==> src/rtl/eth_rx.sv <==
// RMII receive path: preamble/SFD detect, destination filter, header capture,
// payload streaming with FCS stripped, CRC-32 and length checks.
module eth_rx #(
  parameter logic [47:0] pMAC_ADDR  = 48'h020000000001,
  parameter int          pMIN_FRAME = 64,
  parameter int          pMAX_FRAME = 1518
) (
  input  logic        Clk,
  input  logic        Rst_n,
  input  logic [1:0]  Rx_Data,
  input  logic        Crs_Dv,
  output logic [7:0]  Rx_Byte,
  output logic        Rx_Byte_Valid,
  output logic [47:0] Rx_Src_Addr,
  output logic [15:0] Rx_Len_Type,
  output logic        Rx_Hdr_Valid,
  output logic        Rx_Pkt_Done,
  output logic        Rx_Pkt_Err
);

  typedef enum logic [2:0] {
    IDLE, PREAMBLE, DEST_ADDR, SRC_ADDR, LEN_TYPE, DATA, DROP
  } state_t;

  localparam logic [31:0] CRC_POLY    = 32'hEDB88320;
  localparam logic [31:0] CRC_RESIDUE = 32'hDEBB20E3;
  localparam logic [10:0] BCNT_MIN    = 11'(pMIN_FRAME);
  localparam logic [10:0] BCNT_MAX    = 11'(pMAX_FRAME);
  localparam logic [10:0] BCNT_SAT    = 11'(pMAX_FRAME + 1);

  state_t          state, state_nxt;
  logic            crs_q;
  logic [7:0]      sh;
  logic [1:0]      dcnt;
  logic [10:0]     bcnt;
  logic [31:0]     crc;
  logic [3:0][7:0] dl;
  logic [2:0]      fill;
  logic            bc_ok, uc_ok, oversize;
  logic [47:0]     src_sh;
  logic [7:0]      lt_hi;

  logic            in_frame, dibit, byte_done, bc_ok_nxt, uc_ok_nxt, frame_err, sfd;
  logic [7:0]      new_byte, mac_byte;
  logic [10:0]     bcnt_nxt;

  // Reflected CRC-32, wire bit 0 of the dibit is shifted in first.
  function automatic logic [31:0] crc_dibit(input logic [31:0] c, input logic [1:0] d);
    logic [31:0] r;
    r = c;
    for (int i = 0; i < 2; i++) r = (r >> 1) ^ (((r[0] ^ d[i]) == 1'b1) ? CRC_POLY : 32'h0);
    return r;
  endfunction

  always_comb begin
    in_frame  = (state == DEST_ADDR) || (state == SRC_ADDR) ||
                (state == LEN_TYPE)  || (state == DATA);
    dibit     = in_frame && Crs_Dv;
    byte_done = dibit && (dcnt == 2'd3);
    sfd       = (state == PREAMBLE) && Crs_Dv && (Rx_Data == 2'b11);
    new_byte  = {Rx_Data, sh[7:2]};
    bcnt_nxt  = (bcnt == BCNT_SAT) ? bcnt : bcnt + 11'd1;
    mac_byte  = 8'(pMAC_ADDR >> {3'(3'd5 - bcnt[2:0]), 3'b000});
    bc_ok_nxt = bc_ok && (new_byte == 8'hFF);
    uc_ok_nxt = uc_ok && (new_byte == mac_byte);
    frame_err = (crc != CRC_RESIDUE) || (bcnt < BCNT_MIN) || (dcnt != 2'd0) || oversize;
  end

  always_comb begin
    state_nxt = state;
    case (state)
      IDLE:      if (Crs_Dv && !crs_q && (Rx_Data == 2'b01)) state_nxt = PREAMBLE;
      PREAMBLE: begin
        if (!Crs_Dv)                state_nxt = IDLE;
        else if (Rx_Data == 2'b11)  state_nxt = DEST_ADDR;
        else if (Rx_Data != 2'b01)  state_nxt = DROP;
      end
      DEST_ADDR: begin
        if (!Crs_Dv) state_nxt = IDLE;
        else if (byte_done && (bcnt == 11'd5))
          state_nxt = (bc_ok_nxt || uc_ok_nxt) ? SRC_ADDR : DROP;
      end
      SRC_ADDR: begin
        if (!Crs_Dv) state_nxt = IDLE;
        else if (byte_done && (bcnt == 11'd11)) state_nxt = LEN_TYPE;
      end
      LEN_TYPE: begin
        if (!Crs_Dv) state_nxt = IDLE;
        else if (byte_done && (bcnt == 11'd13)) state_nxt = DATA;
      end
      DATA: begin
        if (!Crs_Dv) state_nxt = IDLE;
        else if (byte_done && (bcnt_nxt > BCNT_MAX)) state_nxt = DROP;
      end
      DROP:      if (!Crs_Dv) state_nxt = IDLE;
      default:   state_nxt = IDLE;
    endcase
  end

  always_ff @(posedge Clk or negedge Rst_n) begin
    if (!Rst_n) state <= IDLE;
    else        state <= state_nxt;
  end

  always_ff @(posedge Clk or negedge Rst_n) begin
    if (!Rst_n) begin
      // crs_q starts high so a frame already on the wire at reset is ignored.
      crs_q         <= 1'b1;
      sh            <= '0;
      dcnt          <= '0;
      bcnt          <= '0;
      crc           <= 32'hFFFFFFFF;
      dl            <= '0;
      fill          <= '0;
      bc_ok         <= 1'b0;
      uc_ok         <= 1'b0;
      oversize      <= 1'b0;
      src_sh        <= '0;
      lt_hi         <= '0;
      Rx_Byte       <= '0;
      Rx_Byte_Valid <= 1'b0;
      Rx_Src_Addr   <= '0;
      Rx_Len_Type   <= '0;
      Rx_Hdr_Valid  <= 1'b0;
      Rx_Pkt_Done   <= 1'b0;
      Rx_Pkt_Err    <= 1'b0;
    end else begin
      crs_q         <= Crs_Dv;
      Rx_Byte_Valid <= 1'b0;
      Rx_Hdr_Valid  <= 1'b0;
      Rx_Pkt_Done   <= 1'b0;
      Rx_Pkt_Err    <= 1'b0;
      if (sfd) begin
        crc      <= 32'hFFFFFFFF;
        dcnt     <= '0;
        bcnt     <= '0;
        fill     <= '0;
        bc_ok    <= 1'b1;
        uc_ok    <= 1'b1;
        oversize <= 1'b0;
      end
      if (dibit) begin
        sh   <= new_byte;
        dcnt <= dcnt + 2'd1;
        crc  <= crc_dibit(crc, Rx_Data);
      end
      if (byte_done) begin
        bcnt <= bcnt_nxt;
        case (state)
          DEST_ADDR: begin
            bc_ok <= bc_ok_nxt;
            uc_ok <= uc_ok_nxt;
          end
          SRC_ADDR: src_sh <= {src_sh[39:0], new_byte};
          LEN_TYPE: begin
            if (bcnt == 11'd12) lt_hi <= new_byte;
            else begin
              Rx_Src_Addr  <= src_sh;
              Rx_Len_Type  <= {lt_hi, new_byte};
              Rx_Hdr_Valid <= 1'b1;
            end
          end
          DATA: begin
            // Four-byte delay line keeps the FCS from ever reaching the consumer.
            if (bcnt_nxt > BCNT_MAX) oversize <= 1'b1;
            else begin
              dl <= {dl[2:0], new_byte};
              if (fill == 3'd4) begin
                Rx_Byte       <= dl[3];
                Rx_Byte_Valid <= 1'b1;
              end else begin
                fill <= fill + 3'd1;
              end
            end
          end
          default: ;
        endcase
      end
      if (!Crs_Dv) begin
        case (state)
          DATA: begin
            Rx_Pkt_Done <= 1'b1;
            Rx_Pkt_Err  <= frame_err;
          end
          DEST_ADDR, SRC_ADDR, LEN_TYPE: begin
            Rx_Pkt_Done <= 1'b1;
            Rx_Pkt_Err  <= 1'b1;
          end
          DROP: begin
            Rx_Pkt_Done <= oversize;
            Rx_Pkt_Err  <= oversize;
          end
          default: ;
        endcase
      end
    end
  end

endmodule
==> config.mk <==
export PLATFORM = sky130hd
export DESIGN_NAME = eth_rx
export DESIGN_NICKNAME = d
export VERILOG_FILES = /design/src/rtl/eth_rx.sv
export SDC_FILE = /design/constraint.sdc
export NUM_CORES = 1
export LEC_CHECK = 0
export ABC_AREA = 0
export CAP_MARGIN = 20
export CORE_MARGIN = 2
export CORE_UTILIZATION = 57
export DETAILED_ROUTE_END_ITERATION = 8
export DONT_BUFFER_PORTS = 1
export GPL_ROUTABILITY_DRIVEN = 0
export PLACE_DENSITY = 0.84
export SLEW_MARGIN = 20
export SYNTH_ARGS = -nofsm -noshare
export SYNTH_HDL_FRONTEND = slang
export SYNTH_SLANG_ARGS = --single-unit
==> constraint.sdc <==
create_clock -name Clk -period 2.4 [get_ports Clk]
set_input_delay 0.48 -clock Clk [delete_from_list [all_inputs] [get_ports Clk]]
set_output_delay 0.48 -clock Clk [all_outputs]
set_load 0.01 [all_outputs]
Word-level counts from Yosys, hierarchy flattened
Index checks and enable logic that the tools add are counted.
{"block": "totals", "inputBits": 5, "wordCells": 144, "mem_count": 0, "out_inout_bits": 76, "mem_bits_ro": 0, "latchBits": 0, "ram_bits": 0, "ff_bits": 227}
{"block": "op_classes", "n_eq_ne": 26, "shifts": 1, "n_addsub": 4, "n_reduce_logical": 32, "bitwise_logic": 6, "multipliers": 0, "n_mux": 50, "div": 0, "n_lt_le_gt_ge": 2}
{"cell": "$mux 32", "n": 4}
{"cell": "$xor 31x32->32", "n": 2}
{"cell": "$mux 3", "n": 19}
{"cell": "$shr 42x6->8 const A", "n": 1}
{"cell": "$eq 11x4->1 const B", "n": 3}
{"cell": "$mux 11", "n": 3}
{"cell": "$ne 32x32->1 const B", "n": 1}
{"cell": "$pmux 3 s7", "n": 1}
{"cell": "$mux 1", "n": 19}
{"cell": "$eq 3x3->1 const B", "n": 4}
{"cell": "$logic_and 1x1->1", "n": 12}
{"cell": "$ne 3x2->1 const B", "n": 4}
{"cell": "$add 11x1->11 const B", "n": 1}
{"cell": "$eq 11x11->1 const B", "n": 1}
{"cell": "$eq 11x3->1 const B", "n": 1}
{"cell": "$gt 11x11->1 const B", "n": 1}
{"cell": "$lt 11x7->1 const B", "n": 1}
{"cell": "$reduce_and 3->1", "n": 3}
{"cell": "$eq 8x8->1", "n": 1}
{"cell": "$eq 8x8->1 const B", "n": 1}
{"cell": "$logic_or 1x1->1", "n": 7}
{"cell": "$reduce_and 7->1", "n": 1}
{"cell": "$eq 3x2->1 const B", "n": 2}
{"cell": "$reduce_bool 2->1", "n": 3}
{"cell": "20 further kinds", "n": 25}

Logic depth before layout (Yosys ltp)
Gate-level depths: netlist of the first run.
{"block": "depth", "depth_word": 10, "mapped_depth": 9, "ltp_nobuf": 8}

Worst setup path before layout of the first run
OpenSTA, ideal clock, no wires.
{"block": "synth_path", "kind": "reg-to-reg", "startpoint": "reg bcnt[0]", "endpoint": "reg Rx_Byte[0]", "slack_ns": -0.119, "setup_time_ns": 0.125, "period_less_slack_ns": 2.519, "path_stages_with_launch": 9, "path_buffers": 0, "arrival_time_ns": 2.394, "cell_sequence": "dfrtp_1 inv_1 ha_1 nor2b_1 maj3_1 a32oi_2 o2111ai_4 a21oi_4 mux2_4"}
{"block": "synth_between", "elab_chain_len": 5, "elab_cells_between_ends": 6}
{"item": "start: declaration", "line_no": "35", "text": "logic [10:0] bcnt;"}
{"item": "start signal: assignment", "line_no": "148", "text": "bcnt <= bcnt_nxt;"}
{"item": "$add 11x1->11 or $eq 11x11->1 (tied branches)", "line_no": "62", "text": "bcnt_nxt = (bcnt == BCNT_SAT) ? bcnt : bcnt + 11'd1;"}
{"item": "$mux 11 (*)", "line_no": "62"}
{"item": "$gt 11x11->1 (*)", "line_no": "165", "text": "if (bcnt_nxt > BCNT_MAX) oversize <= 1'b1;"}
{"item": "$not 1->1 (no source line) (*)"}
{"item": "$reduce_and 4->1 (no source line) (*)"}
{"item": "end signal: assignment", "line_no": "169", "text": "Rx_Byte <= dl[3];"}
{"item": "end: declaration", "line_no": "12", "text": "output logic [7:0] Rx_Byte,"}
Mark *: on every way between the ends. The rest lies on a longest branch, timed or not.
A chain may end at the register's enable or synchronous reset.

Worst setup path in the final report of the first run
{"block": "layout_path", "startpoint": "reg bcnt[1]", "endpoint": "reg dl[19] (netlist name)"}
{"block": "layout_between", "elab_chain_len": 5, "elab_cells_between_ends": 6}
{"item": "$add 11x1->11 or $eq 11x11->1 (tied branches)", "line_no": "62"}
{"item": "$mux 11 (*)", "line_no": "62"}
{"item": "$gt 11x11->1 (*)", "line_no": "165"}
{"item": "$not 1->1 (no source line) (*)"}
{"item": "$reduce_and 3->1 (no source line) (*)"}
{"item": "end signal: assignment", "line_no": "167", "text": "dl <= {dl[2:0], new_byte};"}
{"item": "end: declaration", "line_no": "37", "text": "logic [3:0][7:0] dl;"}
Marks and branches as above.

==> flow_metrics.tcl, run 1 <==
set metrics [dict create \
    p_sw_frac 0.300 \
    clock_skew_ps 20.7 \
    p_leak_nw 5.20 \
    fillers 1074 \
    grt_pass1_vias 6217 \
    postSynthAreaPerCell_sq_um 13.4 \
    rsz0062_at_grt "true" \
    crit_start "bcnt[1]" \
    cts_num_sinks 225 \
    mostFrequentLayoutCell "dfrtp_1" \
    start_util 0.581 \
    reg2reg_from "bcnt[1]" \
    reg2reg_depth 9 \
    area_growth_pct 14.6 \
    p_comb_frac 0.218 \
    setup_tns_ps -1970 \
    slew_headroom 0.577 \
    die_height_um 134 \
    ys_async_sr_fraction 1.00 \
    status "complete, but fails checks" \
    io_buffers 0 \
    clockPowerShare 0.317 \
    p_int_mw 7.56 \
    syn_nets 730 \
    finalCritPeriodShare 1.04 \
    synth_edf_count 0 \
    top_level_ports 81 \
    final_cell_mix "dfrtp_1, mux2_2, nand2_1" \
    pre_cts_ws_ps -146 \
    globalRouteTotalUtil 0.224 \
    critPathLaunchType "register" \
    rows 47 \
    post_synth_num_cell_types 68 \
    clk_pin_slew_ps 60 \
    worst_slack_ps -90.4 \
    yosys.area.top_type "dfrtp_1" \
    antenna_found_initial 0 \
    grt_pass1_wl_um 32300 \
    worstPathMaxFanout 12 \
    cts_max_path_buffers 3 \
    maxSlewViolCount 0 \
    drc_errors 0 \
    stdcell_count 978 \
    ys_seq_elements 225 \
    finalSetupViolations 41 \
    power_frac_seq 0.465 \
    num_vias 5891 \
    core_area_sq_um 16500 \
    crit_type "register to register" \
    placed_area_sq_um 10100 \
    nets 757 \
    antenna_left 0 \
    grt.overflow.total 0 \
    layout-drive-gt1-share 0.394 \
    cts_tree "yes" \
    reg2reg_setup_slack_ps -90 \
    crit_path_end_kind "register" \
    ys_top_cells_by_area "dfrtp_1, mux2_2, dfstp_2" \
    dp.cells 934 \
    hold_viol 225 \
    worst_hold_slack_ps -330 \
    grt_max_degree 226 \
    hold_path.class "input port to async pin" \
    synth_top_area_frac 0.501 \
    die_area_sq_um 17900 \
    hpwl_um 12800 \
    ir_drop_mv 0.500 \
    cellPowerDensity_nw_per_um2 982 \
    synth_ff_type "dfrtp_1" \
    cts_root_buffer "clkbuf_16" \
    design_area_sq_um 11000 \
    synth-seq-area-share 0.591 \
    fmax_mhz 402 \
    layout_min_cycle_time_ps 2490 \
    cts-htree-levels 1 \
    required_ps 2800 \
    r2r-end "dl[19]" \
    worstMarginPinSlew_ps 633 \
    detail_route.vias_per_cell 6.02 \
    netlist_instances 717 \
    wire_per_inst_um 21.4 \
    wl_um 21000 \
    insertedDiodeCount 0 \
    firstDrtPassIters 5 \
    clock_latency_ps 520 \
    yosys_warnings 0 \
    hold_buffers 1 \
    critPathArrivalTime_ps 2890 \
    drt_iter0_markers 459 \
    cap_violations 0 \
    violations "hold timing, setup timing" \
    p_sw_mw 3.25 \
    cts_made_buffers 23 \
    syn_area_sq_um 9590 \
    dieWidth_um 134 \
]
==> routing by layer <==
| layer | routed length [um] | up-vias | GRT usage | share of wire |
|---|---|---|---|---|
| met2 | 10500 | 207 | 0.379 | 0.50 |
| met5 | 0 | - | 0 | 0 |
| met4 | 573 | 0 | 0.0780 | 0.027 |
| li1 | - | 2601 | - | - |
| met1 | 8470 | 3032 | 0.285 | 0.40 |
| met3 | 1400 | 51 | 0.0498 | 0.067 |
==> worst max-delay path, stage by stage, from the launching register on <==
cell and delay [ps]:
dfrtp_2 460, inv_4 80, ha_4 200, nor2b_4 130, maj3_2 320, a32oi_2 270
o2111ai_4 210, nand2_4 190, buf_12 170, mux2_2 350
==> sequential cells by signal, indices dropped and copies added, names as in the netlist, 2 cells and up <==
signal	count
Rx_Byte	8
Rx_Len_Type	16
Rx_Src_Addr	48
bcnt	11
crc	32
dcnt	2
dl	32
fill	3
lt_hi	8
sh	6
src_sh	48
state	3
==> final cells by class <==
type / count / area (sq um) / area share
sequential: 225 / 5670 / 0.516
multi-input combinational: 444 / 3870 / 0.352
clock buffer: 32 / 639 / 0.0581
timing repair buffer: 37 / 404 / 0.0368
tap: 220 / 275 / 0.0250
clock inverter: 7 / 78.8 / 0.00717
inverter: 13 / 51.3 / 0.00466
==> cells by family (layout without fill, tap and decap cells) <==
family / count (synthesis) / count (layout) / synth area share
flip-flops: 225 / 225 / 0.591
adder cells (fa/ha/maj): 9 / 9 / 0.0115
buffers and inverters: 48 / 89 / 0.0233
XOR/XNOR: 27 / 27 / 0.0270
AO/OA/AOI/OAI: 86 / 86 / 0.0644
AND/OR/NAND/NOR: 156 / 156 / 0.0845
multiplexers: 166 / 166 / 0.198
==> power by group through the flow <==
stage / clock, mW / sequential [mW] / combinational, mW
6_report: 3.43 / 5.02 / 2.35
5_1_grt: 3.64 / 5.07 / 2.57
4_1_cts: 3.44 / 4.99 / 2.22
3_5_place_dp: 0 / 5.04 / 2.18
3_3_place_gp: 0 / 5.00 / 2.04
2_1_floorplan: 0 / 4.87 / 1.66
==> Yosys cell counts, drive strengths merged, types with 2 or more instances <==
master / count
a21oi: 29
a22o: 2
and2: 2
and3: 4
and4: 4
buf: 24
clkbuf: 11
dfrtp: 192
dfstp: 33
ha: 8
inv: 13
mux2: 164
mux2i: 2
nand2: 45
nand2b: 4
nand3: 13
nand4: 6
nand4b: 3
nand4bb: 2
nor2: 43
nor2b: 6
nor3: 7
nor4: 4
nor4b: 4
o211ai: 2
o21ai: 18
o22a: 14
o31ai: 2
or2: 2
or4b: 3
xnor2: 22
xor2: 5
==> worst max-delay path by stage <==
stage,to,cells past startpoint
after floorplan,Rx_Byte[0],8
after global placement,Rx_Byte[5],9
after detailed placement,Rx_Byte[7],9
after CTS,Rx_Byte[7],9
after global routing,dl[29],9
final,dl[19],9
==> through the flow <==
step	hold slack, ps	power (mW)	util
after global placement	190	7.04	0.608
after global routing	-349	11.3	0.665
after floorplan	184	6.54	-
final	-330	10.8	0.665
after detailed placement	190	7.21	0.608
after CTS	-340	10.7	0.653
==> repair_timing <==
item | 4_1_cts | 5_1_grt
cloned | 0 | 3
buffers inserted | 0 | 1
gates resized for setup | 2 | 43
endpoints found under the hold margin | 226 | 225
setup endpoints to repair | 42 | 57
pin swaps | 3 | 1
(Power assumes the default switching activity.)
==> run 2: changes to the inputs <==
Settings changed: ABC_AREA 0 to 1, ABC_CLOCK_PERIOD_IN_PS set to 2400.
==> flow_metrics.tcl, run 2 <==
set metrics [dict create \
    status "complete, but fails checks" \
    violations "hold timing" \
    synth_ff_type "dfrtp_1" \
    hpwl_um 13100 \
    critPathLaunchType "register" \
    worstMarginPinSlew_ps 590 \
    reg2reg_depth 11 \
    design_area_sq_um 11000 \
    cellPowerDensity_nw_per_um2 1010 \
    worstPathMaxFanout 42 \
    ys_top_cells_by_area "dfrtp_1, nand2_1, dfstp_2" \
    cts_tree "yes" \
    cts_num_sinks 225 \
    dieWidth_um 136 \
    clk_pin_slew_ps 60 \
    layout-drive-gt1-share 0.172 \
    p_sw_frac 0.323 \
    ir_drop_mv 0.927 \
    insertedDiodeCount 0 \
    cts_made_buffers 24 \
    multi_input_area_sq_um 3420 \
    synth-seq-area-share 0.568 \
    cap_violations 0 \
    num_vias 7170 \
    cts_max_path_buffers 3 \
    finalCritPeriodShare 0.956 \
    antenna_left 0 \
    fin_util 0.641 \
    setup_tns_ps 0 \
    fmax_mhz 436 \
    hold_path.class "input port to async pin" \
    grt.overflow.total 0 \
    rsz0062_at_grt "true" \
    placed_area_sq_um 10100 \
    crit_type "register to register" \
    drc_errors 0 \
    hold_viol 225 \
    crit_end "Rx_Len_Type[7]" \
    final_cell_mix "nand2_1, dfrtp_1, inv_1" \
    p_comb_frac 0.211 \
    post_synth_num_cell_types 47 \
    syn_nets 1084 \
    io_buffers 0 \
    fillers 1325 \
    top_level_ports 81 \
    grt_max_degree 226 \
    wl_um 20500 \
    grt_pass1_wl_um 33500 \
    cts-htree-levels 1 \
    mostFrequentLayoutCell "nand2_1" \
    clock_skew_ps 7.14 \
    p_int_mw 7.51 \
    drt_iter0_markers 661 \
    grt_pass1_vias 6896 \
    reg2reg_from "state[0]" \
    synth_edf_count 0 \
    synth_top_area_frac 0.482 \
    p_leak_nw 5.15 \
    globalRouteTotalUtil 0.223 \
    postSynthAreaPerCell_sq_um 9.32 \
    slew_headroom 0.606 \
    crit_path_end_kind "register" \
    ys_seq_elements 225 \
    clock_latency_ps 520 \
    synthTopCellsByCount "nand2_1, dfrtp_1, inv_1" \
    crit_start "state[0]" \
    power_frac_seq 0.456 \
    area_growth_pct 10.4 \
    reg_top3 "Rx_Src_Addr: 48 flops, src_sh: 48 flops" \
    layout_min_cycle_time_ps 2290 \
    yosys_warnings 0 \
    firstDrtPassIters 5 \
    rows 48 \
    r2r-end "Rx_Len_Type[7]" \
    required_ps 2780 \
    synth.most_common_cell "nand2_1" \
    hold_buffers 1 \
    antenna_found_initial 0 \
    start_util 0.581 \
    post-cts-setup-buffers 0 \
    syn_area_sq_um 9980 \
    p_sw_mw 3.59 \
    reg2reg_setup_slack_ps 110 \
    finalSetupViolations 0 \
    worst_hold_slack_ps -346 \
    cts_root_buffer "clkbuf_16" \
    yosys.area.top_type "dfrtp_1" \
    die_height_um 136 \
    clockPowerShare 0.333 \
    seqCellArea_sq_um 5670 \
    p_total_mw 11.1 \
    critPathArrivalTime_ps 2680 \
    core_area_sq_um 17200 \
    nets 1085 \
    ys_async_sr_fraction 1.00 \
    detail_route.vias_per_cell 5.45 \
    maxSlewViolCount 0 \
    wire_per_inst_um 15.6 \
    die_area_sq_um 18600 \
    netlist_instances 1071 \
]
## run 2: cell count changes in the layout (fill, tap and decap cells not counted), moves of 13 or more
| cell | delta |
|---|---|
| o21ai_0 | +16 |
| xnor2_1 | -19 |
| o22a_1 | -13 |
| mux2_2 | -126 |
| nand2_1 | +242 |
| inv_1 | +126 |
| mux2_4 | -38 |
| o21ai_1 | +94 |
| o21ai_2 | +38 |
## run 2: metal layers
layer	wire length, um	GRT usage	up-vias
li1	-	-	3453
met1	8670	0.288	3436
met2	9790	0.374	226
met3	1450	0.0496	55
met4	621	0.0758	0
met5	0	0	-
## run 2: repair_timing
action                                  in CTS  in global routing
resized for setup                            0                  7
endpoints found under the setup margin       0                 59
hold endpoints to repair                   226                225
## run 2: layout make-up
cell class	count	area share
clock inverter	15	0.0126
tap	225	0.0256
sequential	225	0.515
multi-input combinational	650	0.310
clock buffer	29	0.0608
timing repair buffer	23	0.0250
inverter	148	0.0510
## run 2: kinds of logic (layout without fill, tap and decap cells)
family	Yosys count	count (layout)	share of synthesized area
AOI/OAI and AO/OA	226	226	0.140
buffers and inverters	196	215	0.0904
and+or+nand+nor	405	405	0.181
xor gates and xnor gates	11	11	0.00966
DFF	225	225	0.568
adders and majority gates	8	8	0.0100
## run 2: power by group through the flow
stage / clock [mW] / combinational [mW] / sequential [mW]
floorplan: 0 / 1.78 / 4.95
global placement: 0 / 2.20 / 5.07
detailed placement: 0 / 2.29 / 5.10
CTS: 3.73 / 2.33 / 5.04
global route: 3.91 / 2.65 / 5.13
finish: 3.69 / 2.35 / 5.06
## run 2: how the worst min path moves through the flow
stage	start	to	slack (ps)	cells past startpoint
2_1_floorplan	Rst_n	Rx_Byte[0]	180	0
3_3_place_gp	Rst_n	Rx_Src_Addr[24]	190	0
3_5_place_dp	Rst_n	Rx_Src_Addr[23]	190	0
4_1_cts	Rst_n	Rx_Src_Addr[16]	-360	0
5_1_grt	Rst_n	Rx_Src_Addr[23]	-360	0
6_report	Rst_n	Rx_Src_Addr[16]	-350	0
## run 2: metrics by stage
step                std cells  setup slack, ps
finish                   1315              105
CTS                      1314             69.2
global route             1315            -21.3
detailed placement       1269             81.5
floorplan                1071              308
global placement         1269              200
## run 2: critical path: stages, from the launching register on
cell and delay (ps):
dfrtp_1 480, nor3_4 310, a21oi_2 100, nand2_2 100
nand2_4 60, nor2_4 350, nand2_4 140, nor2_8 130
inv_4 80, buf_12 180, nand2_1 100, o21ai_1 90
